==> src/rtl/sdr_mon_pkg.sv <==
// sdr_mon_pkg
// Shared definitions for the SDRAM command monitor.
// - sdr_cmd_e     : command encoding. Each enum value equals the {ras_n,cas_n,we_n} pin
//                   pattern, so decoding needs no lookup table.
// - bank_state_e  : states of the per-bank protocol tracker.
// - ERR_*         : bit positions inside the sticky err vector.
// - decode_cmd()  : turns the sampled command pins into a sdr_cmd_e.
package sdr_mon_pkg;

    typedef enum logic [2:0] {
        CMD_MRS   = 3'b000,
        CMD_AREF  = 3'b001,
        CMD_PRE   = 3'b010,
        CMD_ACT   = 3'b011,
        CMD_WRITE = 3'b100,
        CMD_READ  = 3'b101,
        CMD_BST   = 3'b110,
        CMD_NOP   = 3'b111
    } sdr_cmd_e;

    typedef enum logic [1:0] {
        BANK_IDLE        = 2'd0,
        BANK_ACTIVATING  = 2'd1,
        BANK_ACTIVE      = 2'd2,
        BANK_PRECHARGING = 2'd3
    } bank_state_e;

    localparam int ERR_W          = 6;
    localparam int ERR_ACT_OPEN   = 0;  // ACT to a bank that is already ACTIVE
    localparam int ERR_TRP        = 1;  // ACT while the bank is still precharging
    localparam int ERR_TRCD       = 2;  // READ/WRITE while the bank is still activating
    localparam int ERR_RW_CLOSED  = 3;  // READ/WRITE to an idle or precharging bank
    localparam int ERR_AREF_OPEN  = 4;  // AREF while any bank is not idle
    localparam int ERR_MRS_OPEN   = 5;  // MRS while any bank is not idle

    // A deselected chip or a cycle with the clock disabled carries no command.
    function automatic sdr_cmd_e decode_cmd(input logic cke,
                                            input logic cs_n,
                                            input logic ras_n,
                                            input logic cas_n,
                                            input logic we_n);
        sdr_cmd_e c;
        c = CMD_NOP;
        if (cke && !cs_n) begin
            c = sdr_cmd_e'({ras_n, cas_n, we_n});
        end
        return c;
    endfunction

endpackage

==> src/rtl/sdr_mon_bank.sv <==
// sdr_mon_bank
// Protocol tracker for a single SDRAM bank: a four-state FSM
// (IDLE -> ACTIVATING -> ACTIVE -> PRECHARGING -> IDLE) plus a down-counting timer
// that models tRCD and tRP, and the row address latched at ACT.
// Ports:
//   clk, rst_n  : clock and asynchronous active-low reset
//   act         : ACT command addressed to this bank this cycle
//   pre         : PRE command hitting this bank this cycle (single or all-bank)
//   row_in      : sampled address bus, latched as the open row on ACT
//   state       : current bank_state_e value (as 2 bits)
//   row         : row latched by the last accepted ACT
module sdr_mon_bank #(
    parameter int SDR_AW = 13,
    parameter int TRCD   = 3,
    parameter int TRP    = 3
) (
    input  logic              clk,
    input  logic              rst_n,
    input  logic              act,
    input  logic              pre,
    input  logic [SDR_AW-1:0] row_in,
    output logic [1:0]        state,
    output logic [SDR_AW-1:0] row
);

    import sdr_mon_pkg::*;

    // Timer only ever holds TRCD-1 or TRP-1, so size it for the larger of the two.
    localparam int TMAX = (TRCD > TRP) ? TRCD : TRP;
    localparam int TW   = (TMAX > 1) ? $clog2(TMAX) : 1;

    bank_state_e       cur_state;
    bank_state_e       nxt_state;
    logic [TW-1:0]     timer;
    logic [TW-1:0]     timer_nxt;
    logic [SDR_AW-1:0] row_nxt;

    always_ff @(posedge clk or negedge rst_n) begin
        if (!rst_n) begin
            cur_state <= BANK_IDLE;
            timer     <= '0;
            row       <= '0;
        end else begin
            cur_state <= nxt_state;
            timer     <= timer_nxt;
            row       <= row_nxt;
        end
    end

    // Illegal commands for the current state (ACT while activating or precharging)
    // are simply ignored here; the top flags them. The one exception is ACT to an
    // ACTIVE bank, which re-latches the row so open_row follows what the controller
    // believes is open.
    always_comb begin
        nxt_state = cur_state;
        timer_nxt = timer;
        row_nxt   = row;
        case (cur_state)
            BANK_IDLE: begin
                if (act) begin
                    nxt_state = BANK_ACTIVATING;
                    timer_nxt = TW'(TRCD - 1);
                    row_nxt   = row_in;
                end
            end
            BANK_ACTIVATING: begin
                if (pre) begin
                    nxt_state = BANK_PRECHARGING;
                    timer_nxt = TW'(TRP - 1);
                end else if (timer == '0) begin
                    nxt_state = BANK_ACTIVE;
                end else begin
                    timer_nxt = timer - 1'b1;
                end
            end
            BANK_ACTIVE: begin
                if (pre) begin
                    nxt_state = BANK_PRECHARGING;
                    timer_nxt = TW'(TRP - 1);
                end else if (act) begin
                    row_nxt = row_in;
                end
            end
            BANK_PRECHARGING: begin
                // A repeated PRE here is legal but must not restart tRP.
                if (timer == '0) begin
                    nxt_state = BANK_IDLE;
                end else begin
                    timer_nxt = timer - 1'b1;
                end
            end
            default: begin
                nxt_state = BANK_IDLE;
                timer_nxt = '0;
            end
        endcase
    end

    assign state = cur_state;

endmodule

==> src/rtl/sdr_cmd_monitor.sv <==
// sdr_cmd_monitor
// Passive monitor for an SDR SDRAM command bus. Decodes the sampled command pins,
// tracks every bank's open/closed state and timing, flags protocol violations in a
// sticky error vector, captures the MRS burst length / CAS latency and (optionally)
// counts ACT/READ/WRITE/AREF commands.
// Build option: define SDR_MON_CNT_EN to include the command counters; without it the
// counter outputs are tied to zero and no counter flops are built.
// Ports:
//   sdram_clk, sdram_resetn             : clock, asynchronous active-low reset
//   sdr_cs_n/ras_n/cas_n/we_n/cke       : sampled command pins
//   sdr_ba, sdr_addr                    : sampled bank and address
//   err_clr                             : clears the sticky error flags
//   bank_open[NB]                       : bank b is ACTIVE
//   open_row[NB*SDR_AW]                 : row latched per bank (bank b at b*SDR_AW)
//   err[6]                              : sticky violation flags (see ERR_* in package)
//   mode_bl, mode_cl                    : burst length / CAS latency from last MRS
//   act_cnt, rd_cnt, wr_cnt, ref_cnt    : saturating command counters
module sdr_cmd_monitor #(
    parameter int SDR_AW   = 13,
    parameter int SDR_BA_W = 2,
    parameter int TRCD     = 3,
    parameter int TRP      = 3,
    parameter int CNT_W    = 16
) (
    input  logic                             sdram_clk,
    input  logic                             sdram_resetn,
    input  logic                             sdr_cs_n,
    input  logic                             sdr_ras_n,
    input  logic                             sdr_cas_n,
    input  logic                             sdr_we_n,
    input  logic                             sdr_cke,
    input  logic [SDR_BA_W-1:0]              sdr_ba,
    input  logic [SDR_AW-1:0]                sdr_addr,
    input  logic                             err_clr,
    output logic [(2**SDR_BA_W)-1:0]         bank_open,
    output logic [(2**SDR_BA_W)*SDR_AW-1:0]  open_row,
    output logic [5:0]                       err,
    output logic [2:0]                       mode_bl,
    output logic [2:0]                       mode_cl,
    output logic [CNT_W-1:0]                 act_cnt,
    output logic [CNT_W-1:0]                 rd_cnt,
    output logic [CNT_W-1:0]                 wr_cnt,
    output logic [CNT_W-1:0]                 ref_cnt
);

    import sdr_mon_pkg::*;

    localparam int NB = 2**SDR_BA_W;

    sdr_cmd_e             cmd;
    logic                 is_rw;
    logic [NB-1:0]        bank_act;
    logic [NB-1:0]        bank_pre;
    logic [NB-1:0][1:0]   bank_st;
    logic [1:0]           tgt_st;
    logic                 all_idle;
    logic [ERR_W-1:0]     err_new;
    logic [ERR_W-1:0]     err_nxt;

    assign cmd   = decode_cmd(sdr_cke, sdr_cs_n, sdr_ras_n, sdr_cas_n, sdr_we_n);
    assign is_rw = (cmd == CMD_READ) || (cmd == CMD_WRITE);

    // Fan the decoded command out to the banks. PRE with A10 high hits every bank.
    always_comb begin
        bank_act = '0;
        bank_pre = '0;
        for (int b = 0; b < NB; b++) begin
            bank_act[b] = (cmd == CMD_ACT) && (sdr_ba == SDR_BA_W'(b));
            bank_pre[b] = (cmd == CMD_PRE) && (sdr_addr[10] || (sdr_ba == SDR_BA_W'(b)));
        end
    end

    genvar g;
    generate
        for (g = 0; g < NB; g++) begin : g_bank
            sdr_mon_bank #(
                .SDR_AW (SDR_AW),
                .TRCD   (TRCD),
                .TRP    (TRP)
            ) u_bank (
                .clk    (sdram_clk),
                .rst_n  (sdram_resetn),
                .act    (bank_act[g]),
                .pre    (bank_pre[g]),
                .row_in (sdr_addr),
                .state  (bank_st[g]),
                .row    (open_row[g*SDR_AW +: SDR_AW])
            );
            assign bank_open[g] = (bank_st[g] == BANK_ACTIVE);
        end
    endgenerate

    // Violations are judged against the bank states before this edge, i.e. the
    // state the command actually found on the bus.
    always_comb begin
        tgt_st   = bank_st[sdr_ba];
        all_idle = 1'b1;
        for (int b = 0; b < NB; b++) begin
            if (bank_st[b] != BANK_IDLE) begin
                all_idle = 1'b0;
            end
        end
        err_new                = '0;
        err_new[ERR_ACT_OPEN]  = (cmd == CMD_ACT) && (tgt_st == BANK_ACTIVE);
        err_new[ERR_TRP]       = (cmd == CMD_ACT) && (tgt_st == BANK_PRECHARGING);
        err_new[ERR_TRCD]      = is_rw && (tgt_st == BANK_ACTIVATING);
        err_new[ERR_RW_CLOSED] = is_rw && ((tgt_st == BANK_IDLE) ||
                                           (tgt_st == BANK_PRECHARGING));
        err_new[ERR_AREF_OPEN] = (cmd == CMD_AREF) && !all_idle;
        err_new[ERR_MRS_OPEN]  = (cmd == CMD_MRS) && !all_idle;
        // A clear wins over old flags but never hides a violation seen the same cycle.
        err_nxt = err_clr ? err_new : (err | err_new);
    end

    // Sticky error flags and the mode register shadow.
    always_ff @(posedge sdram_clk or negedge sdram_resetn) begin
        if (!sdram_resetn) begin
            err     <= '0;
            mode_bl <= '0;
            mode_cl <= '0;
        end else begin
            err <= err_nxt;
            if (cmd == CMD_MRS) begin
                mode_bl <= sdr_addr[2:0];
                mode_cl <= sdr_addr[6:4];
            end
        end
    end

`ifdef SDR_MON_CNT_EN
    // Counters include erroneous commands and stick at all-ones instead of wrapping.
    always_ff @(posedge sdram_clk or negedge sdram_resetn) begin
        if (!sdram_resetn) begin
            act_cnt <= '0;
            rd_cnt  <= '0;
            wr_cnt  <= '0;
            ref_cnt <= '0;
        end else begin
            if ((cmd == CMD_ACT) && (act_cnt != '1)) begin
                act_cnt <= act_cnt + CNT_W'(1);
            end
            if ((cmd == CMD_READ) && (rd_cnt != '1)) begin
                rd_cnt <= rd_cnt + CNT_W'(1);
            end
            if ((cmd == CMD_WRITE) && (wr_cnt != '1)) begin
                wr_cnt <= wr_cnt + CNT_W'(1);
            end
            if ((cmd == CMD_AREF) && (ref_cnt != '1)) begin
                ref_cnt <= ref_cnt + CNT_W'(1);
            end
        end
    end
`else
    assign act_cnt = '0;
    assign rd_cnt  = '0;
    assign wr_cnt  = '0;
    assign ref_cnt = '0;
`endif

endmodule
==> config.mk <==
export PLATFORM = sky130hd
export DESIGN_NAME = sdr_cmd_monitor
export DESIGN_NICKNAME = d
export VERILOG_FILES = /design/src/rtl/sdr_mon_pkg.sv /design/src/rtl/sdr_mon_bank.sv /design/src/rtl/sdr_cmd_monitor.sv
export SDC_FILE = /design/constraint.sdc
export NUM_CORES = 1
export LEC_CHECK = 0
export ABC_AREA = 1
export CAP_MARGIN = 10
export CORE_MARGIN = 2
export CORE_UTILIZATION = 40
export CTS_BUF_LIST = sky130_fd_sc_hd__clkbuf_16
export DETAILED_ROUTE_END_ITERATION = 7
export PLACE_DENSITY = 0.82
export SYNTH_ARGS = -nofsm -noshare
export SYNTH_HDL_FRONTEND = slang
export SYNTH_SLANG_ARGS = --single-unit
==> constraint.sdc <==
create_clock -name sdram_clk -period 3.9 [get_ports sdram_clk]
set_input_delay 0.39 -clock sdram_clk [delete_from_list [all_inputs] [get_ports sdram_clk]]
set_output_delay 0.39 -clock sdram_clk [all_outputs]
set_load 0.03 [all_outputs]
After elaboration in Yosys (flattened, before gate mapping)
Index checks and enable logic that the tools add are counted.
{ "totals": {"inputBits": 23, "out_inout_bits": 132, "wordCells": 182, "regBits": 80} }
{ "classes": {"magnitude_cmp": 1, "eq_ne": 43, "reduce_logical": 54, "n_mux": 64, "n_bitwise": 1, "add_sub_neg": 4} }
{ "op_table": {"columns": ["op", "count"], "rows": [
  ["13-bit 2-to-1 mux", 8],
  ["13-bit one-hot mux with 2 select lines", 4],
  ["2-bit 2-to-1 mux", 37],
  ["2-bit one-hot mux with 4 select lines", 8],
  ["2-bit equality test, second input constant", 12],
  ["2-bit by 1-bit != test with 1-bit output, second input constant", 12],
  ["2-bit zero test", 10],
  ["2-bit AND reduction", 8],
  ["4-bit AND reduction", 4],
  ["2-bit nonzero test", 8],
  ["1-bit logical AND", 15],
  ["2-bit by 1-bit equality test with 1-bit output, second input constant", 6],
  ["3-bit by 1-bit != test with 1-bit output, second input constant", 4],
  ["2-bit != test, second input constant", 4],
  ["2-bit by 1-bit subtractor with 2-bit output, second input constant", 4],
  ["3-bit by 2-bit equality test with 1-bit output, second input constant", 2],
  ["3-bit equality test, second input constant", 2],
  ["1-bit logical OR", 6],
  ["6-bit 2-to-1 mux", 1],
  ["6-bit bitwise OR", 1],
  ["2-bit binary-select mux with 2-bit select", 1],
  ["1-bit 2-to-1 mux", 4],
  ["3-bit by 1-bit equality test with 1-bit output, second input constant", 1],
  ["3-bit zero test", 1],
  ["3 further kinds", 4]
]} }

Logic depth before layout (Yosys ltp)
Gate-level depths: netlist of run 1.
{ "depth": {"word_depth": 9, "mapped_depth": 10, "depth_no_buf": 10} }

Cells and area by module
A second synthesis of run 1 with hierarchy kept.
{ "unflattened": {"cells_unflattened": 601, "hier_area_um2": 5011.1} }
{ "by_module_without_submodules": {"columns": ["module", "cells_each", "seq_area_each_um2", "area_per_inst_um2", "instances"], "rows": [
  ["sdr_mon_bank", 107, 425.4, 935.9, 4],
  ["sdr_cmd_monitor", 173, 300.3, 1267.5, 1]
]} }

Worst setup path after synthesis of run 1
OpenSTA, ideal clock, no wires.
{ "synth_timing": {"path_type": "register -> register", "from": "reg g_bank[1].u_bank.cur_state[0]", "to": "reg g_bank[1].u_bank.row[2]", "n_path_buf": 1, "arrival_time_ns": 1.539, "path_slack_ns": 2.237, "stages_incl_launch_ff": 7, "setup_ns": 0.124, "synth_period_minus_slack_ns": 1.663, "t_required_ns": 3.776, "cell_sequence": "dfrtp_1 inv_1 ha_1 or2_2 nand3_4 buf_6 o21ai_1"} }
{ "synth_via": {"elab_chain_cells": 3, "word_cells_on_any_way": 6, "classes_between": "2 x eq/ne; 1 x mux; 3 x reduce/logical"} }
{ "synth_rtl": {"columns": ["item", "line_no", "rtl"], "rows": [
  ["from (decl)", "sdr_mon_bank.sv:32", "bank_state_e cur_state;"],
  ["from (signal assigned)", "sdr_mon_bank.sv:44", "cur_state <= nxt_state;"],
  ["2-bit equality test (*)", null, null],
  ["net bank_open[1]", "sdr_cmd_monitor.sv:35", "output logic [(2**SDR_BA_W)-1:0] bank_open,"],
  ["2-bit != test (no line) or 2-bit nonzero test (tied branches)", null, null],
  ["2-bit AND reduction (no line)", null, null],
  ["to (signal assigned)", "sdr_mon_bank.sv:46", "row <= row_nxt;"],
  ["to (decl)", "sdr_mon_bank.sv:23", "output logic [SDR_AW-1:0] row"]
]} }
The timed path passes the listed nets; every way through them passes the cells marked *.
A chain may end at the register's enable or synchronous reset.

Final worst setup path of run 1
{ "layout_timing": {"from": "reg g_bank[1].u_bank.cur_state[0]", "to": "out bank_open[1]"} }
{ "layout_via": {"elab_chain_cells": 1} }
{ "layout_rtl": {"columns": ["item", "line_no", "rtl"], "rows": [
  ["2-bit equality test", "sdr_cmd_monitor.sv:89", "assign bank_open[g] = (bank_st[g] == BANK_ACTIVE);"],
  ["to (decl)", "sdr_cmd_monitor.sv:35", null]
]} }
No other way between the ends.

==> impl_results.md, run 1 <==
* Clk sinks at 80
* Post-synth ARST share at 1.00
* Critical Path Sink Type: output pin
* Antenna violations before repair at 0
* Die area at 0.0123 mm2
* # DRC at 0
* Static Leakage at approximately 2.7 nW
* Pre-CTS WS at ~1500 ps
* Final period util at 0.608
* Die W at around 110 um
* Placed Area at 0.00532 mm2
* Post-synth top area cell: dfrtp_1
* GP Congestion at around 0.88
* Switch Pwr at approximately 1.6 mW
* Post-CTS Setup Inserts at 0
* Hold Path Class: in -> async
* Combinational share of power at 0.447
* Reg area at approximately 0.0020 mm2
* Routed len/inst at approximately 13 um
* Hpwl dp at around 7500 um
* Post-synth top area share at 0.436
* Warnings, synthesis at 0
* Worst skew pair latency at around 340 ps
* Count leader, synth: nand2_1
* Max transition margin at 0.339
* Share of cells above drive strength 1 at 0.112
* FILL cells at 1029
* P_int at roughly 2.1 mW
* Worst clock skew at 11.8 ps
* Flop and latch count out of synthesis at 80
* IO Count at 155
* RSZ-0062 raised after global routing: false
* Area contributors post-synth: dfrtp_1, nand2_1, buf_4
* Final Hold Viols at 0
* Slew @ Worst Pin at between 900 and 1000 ps
* Die Ht at 111 um
* Setup Viol. Count Final at 0
* Antenna diodes at 0
* Count of flip-flops with a built-in enable after synthesis at 0
* Total GRT Usage at 0.169
* Max frequency at between 400 and 500 MHz
* Register area share after synthesis at 0.436
* CTS Buf Count at 9
* Post-synth top flop: dfrtp_1
* Core area at approximately 0.011 mm2
* Clock power share at 0.227
* Area of the mapped netlist at roughly 0.0046 mm2
* CTS root buffer: clkbuf_16
* Final nets at between 600 and 700
* Worst Path Required at between 3000 and 4000 ps
* IO Port Bufs at 90
* Average vias per placed instance at between 4 and 5
* Via count at between 3000 and 4000
* Max-slew violation count at 0
* Maxcap violations at 0
* Site row count at 39
* Post-CTS sizing at 0
* Bufs on Longest Clock Path at 2
* Distinct cells, synth at 26
* Critical path arrival at approximately 2000 ps
* Starting density of the core at 0.405
* Grt total ovfl at 0
* Vias in the first global route at approximately 3400
* Setup TNS Final at 0 ps
* Multi-input gate area at just over 0.002 mm2
* CP startpoint kind: flop
* Mean Syn Cell Area at 8.66 um2
* CTS H-tree depth at 3
* Design Area, Final at roughly 0.0056 mm2
* Status: completed
* Sequential power share at 0.327
* Setup WS post-layout at around 1500 ps
* Crit Path Max Fanout at 5
* Sw frac at 0.423
* CTS tree: yes
* Crit path time final at approximately 2400 ps
* # hold bufs at CTS at 0
* Most frequent cells after synthesis: nand2_1, dfrtp_1, buf_4
* WS Path Type: reg -> out
* Area grow syn2layout at 22.3%
* Pwr dens at 660 mW/mm2
* Largest net degree at the start of global routing at 81
* Routed WL at around 10000 um
* DR iter-0 viols at approximately 270
* Drt first pass iters at 5
* Peak VDD IR at about 270 uV
* Clk pin slew, worst setup/hold paths at about 60 ps
* Post-DRT Antenna Nets at 0
* Post-synthesis cell count at 530
* First-pass GRT wire length at 16800 um
## logic make-up (layout without fill, tap and decap cells)
logic type                 Yosys count  count (layout)  synth area share
other                                1              64          0.000817
adders and majority gates           22              22            0.0600
AOI/OAI and AO/OA                   90              90             0.122
and+or+nand+nor                    204             204             0.206
buffers and inverters              133             164             0.175
DFF                                 80              80             0.436
## layer usage
metal  up-vias  GRT usage  wire length [um]
met4         0     0.0708               323
met2       126      0.279              4940
met3        25     0.0339               467
li1       1748          -                 -
met5         -          0                 0
met1      1601      0.217              4390
## stage by stage
stage / hold slack (ps) / total power [mW] / utilization / cells
3_5_place_dp: 468 / 2.87 / 0.470 / 751
3_3_place_gp: 464 / 2.82 / 0.470 / 751
4_1_cts: 263 / 3.72 / 0.496 / 767
2_1_floorplan: 94.4 / 2.38 / - / 593
6_report: 195 / 3.71 / 0.496 / 767
5_1_grt: 310 / 3.97 / 0.496 / 767
## power groups by stage
stage,Combinational [mW],Clock (mW),Sequential (mW)
after global placement,1.61,0,1.21
after floorplan,0.948,0,1.43
after detailed placement,1.65,0,1.22
final,1.66,0.841,1.21
after CTS,1.66,0.857,1.21
after global routing,1.83,0.893,1.24
## path summary, 6_finish.rpt
path,from,end,slack (ps),depth (start not counted)
min reg2reg,g_bank[3].u_bank.row[4],g_bank[3].u_bank.row[4],480,2
max in group asynchronous,sdram_resetn,err[2],3030,1
min in group sdram_clk,g_bank[3].u_bank.row[4],g_bank[3].u_bank.row[4],480,2
max reg2reg,g_bank[1].u_bank.state[0],g_bank[1].u_bank.row[7],2110,6
min,sdram_resetn,g_bank[0].u_bank.timer[0],190,1
max,g_bank[1].u_bank.state[0],bank_open[1],1530,3
## sequential cells by signal, indices dropped and copies added, names as in the netlist
register / count
mode_cl: 3
mode_bl: 3
g_bank.u_bank.timer: 8
g_bank.u_bank.row: 52
g_bank.u_bank.state: 8
err: 6
## worst max-delay path, cell delays in order (launching register included)
cell and delay, ps:
dfrtp_1 440, inv_1 170, ha_1 310, clkdlybuf4s50_1 720
## layout make-up
class                   instances  area share
multi-input cells             380       0.360
well taps                     143      0.0319
repair buffers                 90       0.160
flip-flops and latches         80       0.357
clock buffers                   9      0.0401
clock inverters                 7      0.0129
inverters                      58      0.0388
## placed cells by master, fill, tap and decap left out, types with 6 or more instances in the layout
cell / instances
dfrtp_1: 80
conb_1: 64
a21oi_1: 9
o21ai_0: 11
o21ai_2: 28
inv_1: 46
o21ai_1: 39
clkinv_1: 6
nand2_1: 141
ha_1: 22
nand3_1: 10
clkbuf_16: 9
nand3_2: 8
nor2_1: 23
clkdlybuf4s50_1: 89
nand4_1: 11
inv_2: 7
(Power assumes the default switching activity.)
==> run 2, diff against run 1 <==
==> constraint.sdc (replaced) <==
create_clock -name sdram_clk -period 2.2 [get_ports sdram_clk]
set_input_delay 0.22 -clock sdram_clk [delete_from_list [all_inputs] [get_ports sdram_clk]]
set_output_delay 0.22 -clock sdram_clk [all_outputs]
set_load 0.03 [all_outputs]
==> run 2 against run 1 <==
Net effect:
- sequential cell count did not move
- register-to-register slack got worse by 1700 ps
- setup slack lost 1500 ps
- utilization rose by 0.52 points
- non-clock buffer count increased by 4
- cell area up 1.0%
- first-iteration DRC count fell by 17%
- combinational power grew 75%
- critical path depth did not move
- global-route usage fell by 0.24 points
- power increased by 78%
- via count increased by 0.17%
- critical endpoint unchanged
- largest cell class unchanged
- highest routed layer unchanged
==> impl_results.md, run 2 (synthesis results as in run 1) <==
* Leading cell types in the layout, fill and taps excluded: nand2_1, clkdlybuf4s50_1, dfrtp_1
* IO Port Bufs at 90
* IO Count at ~160
* Bufs on Longest Clock Path at 2
* Placed Area at 0.00535 mm2
* Status: completed
* Core area at ~0.011 mm2
* Pre-CTS WS at roughly 170 ps
* Total power at between 6 and 7 mW
* Worst clock skew at 8.26 ps
* Starting density of the core at 0.405
* Antenna violations before repair at 0
* Reg with most FFs: g_bank.u_bank.row
* Area grow syn2layout at 23.6%
* Die W at about 110 um
* Clk sinks at 80
* Total GRT Usage at 0.166
* Post-CTS Setup Inserts at 0
* Peak VDD IR at slightly above 400 uV
* Max-slew violation count at 0
* CTS tree: yes
* Crit Path Max Fanout at 5
* Die Ht at 111 um
* Largest net degree at the start of global routing at 41
* Die area at between 0.01 and 0.015 mm2
* Hold WS at around 350 ps
* DR iter-0 viols at 222
* Critical path arrival at around 1900 ps
* Setup WS post-layout at ~70 ps
* Post-DRT Antenna Nets at 0
* Static Leakage at 2.77 nW
* Final Hold Viols at 0
* Critical Path Sink Type: output pin
* Worst skew pair latency at roughly 340 ps
* Worst Path Required at a little under 2000 ps
* GP Congestion at approximately 0.86
* Average vias per placed instance at between 4 and 5
* Vias in the first global route at 3343
* Pwr dens at between 1000 and 1500 mW/mm2
* Final nets at about 670
* Hold Path Class: in -> async
* RSZ-0062 raised after global routing: false
* Antenna diodes at 0
* Max frequency at about 470 MHz
* Setup Viol. Count Final at 0
* First-pass GRT wire length at around 17000 um
* Share of cells above drive strength 1 at 0.118
* # DRC at 0
* Clk pin slew, worst setup/hold paths at roughly 70 ps
* CP startpoint kind: flop
* Worst path max stage delay at roughly 700 ps
* Slowest-stage cell, CP: clkdlybuf4s50_1
* Design Area, Final at ~0.0057 mm2
* Hpwl dp at around 7500 um
* Crit path time final at ~2100 ps
* CTS Buf Count at 9
* CTS H-tree depth at 3
* Leading cell type in the layout, fill and taps excluded: nand2_1
* WS Path Type: reg -> out
* Grt total ovfl at 0
* Drt first pass iters at 4
* CP Cell Sequence: inv_1 > ha_1 > clkdlybuf4s50_1
* Via count at about 3500
* Maxcap violations at 0
* Site row count at 39
* Largest register FFs at 52
* Final period util at 0.968
* Routed len/inst at ~13 um
* CTS root buffer: clkbuf_16
* Routed WL at ~10000 um
* Setup TNS Final at 0 ps
-- run 2: cell types whose count changed in the layout (fill, tap and decap cells not counted) --
cell / delta
buf_4: +2
clkinv_4: -2
inv_6: +2
inv_8: +2
buf_12: +1
clkinv_2: -1
dlygate4sd3_1: +1
inv_1: -1
-- run 2: final timing paths --
kind,start,end,slack (ps),cells past startpoint
max in group asynchronous,sdram_resetn,g_bank[3].u_bank.row[3],1280,3
min in group sdram_clk,g_bank[3].u_bank.row[3],g_bank[3].u_bank.row[3],480,2
setup / recovery,g_bank[1].u_bank.state[0],bank_open[1],70,3
setup reg to reg,g_bank[1].u_bank.state[0],g_bank[1].u_bank.row[10],460,6
hold / removal,sdram_resetn,g_bank[0].u_bank.row[9],350,2
hold reg to reg,g_bank[3].u_bank.row[3],g_bank[3].u_bank.row[3],480,2
-- run 2: worst max-delay path: cells and delay by family, from the launching register on --
kind	cells	cell delay (ps)
buffers and inverters	2	860
DFF	1	430
adders and majority gates	1	280
-- run 2: what timing repair did --
| action | in CTS | in global routing |
|---|---|---|
| hold buffers | 1 | 0 |
| endpoints found under the hold margin | 21 | 0 |
| gates resized for setup | 0 | 0 |
-- run 2: report_power, final --
group          internal, mW  total [mW]  switching [mW]
sequential             1.83        2.13           0.299
clock                 0.907        1.55           0.645
combinational          1.08        2.90            1.82
-- run 2: layer usage --
layer  part of all wire  routed length [um]  track usage  up-vias
met2               0.48                4780        0.276      104
met4              0.028                 276       0.0815        0
met3              0.031                 303       0.0180       15
met5                  0                   0            0        -
li1                   -                   -            -     1754
met1               0.46                4500        0.218     1633
-- run 2: final cells by class --
cell class                      count  area, um2
Clock buffer                        9        225
Timing Repair Buffer               94        943
Fill cell                        1071       5650
Clock inverter                      7       86.3
Tap cell                          143        179
Sequential cell                    80       2000
Inverter                           58        218
Multi-Input combinational cell    380       2020
-- run 2: per-stage QoR --
| step | std cells | util |
|---|---|---|
| after CTS | 771 | 0.501 |
| after floorplan | 593 | - |
| after detailed placement | 754 | 0.473 |
| after global routing | 771 | 0.501 |
| final | 771 | 0.501 |
| after global placement | 754 | 0.473 |
==> run 3, diff against run 2 <==
--- a/config.mk
+++ b/config.mk
@@ -6,6 +6,7 @@
 export NUM_CORES = 1
 export LEC_CHECK = 0
 export ABC_AREA = 1
+export ABC_CLOCK_PERIOD_IN_PS = 2200
 export CAP_MARGIN = 10
 export CORE_MARGIN = 2
 export CORE_UTILIZATION = 40
==> results of run 3 <==
No change in the layout: final DEF, timing and power equal those of run 2.
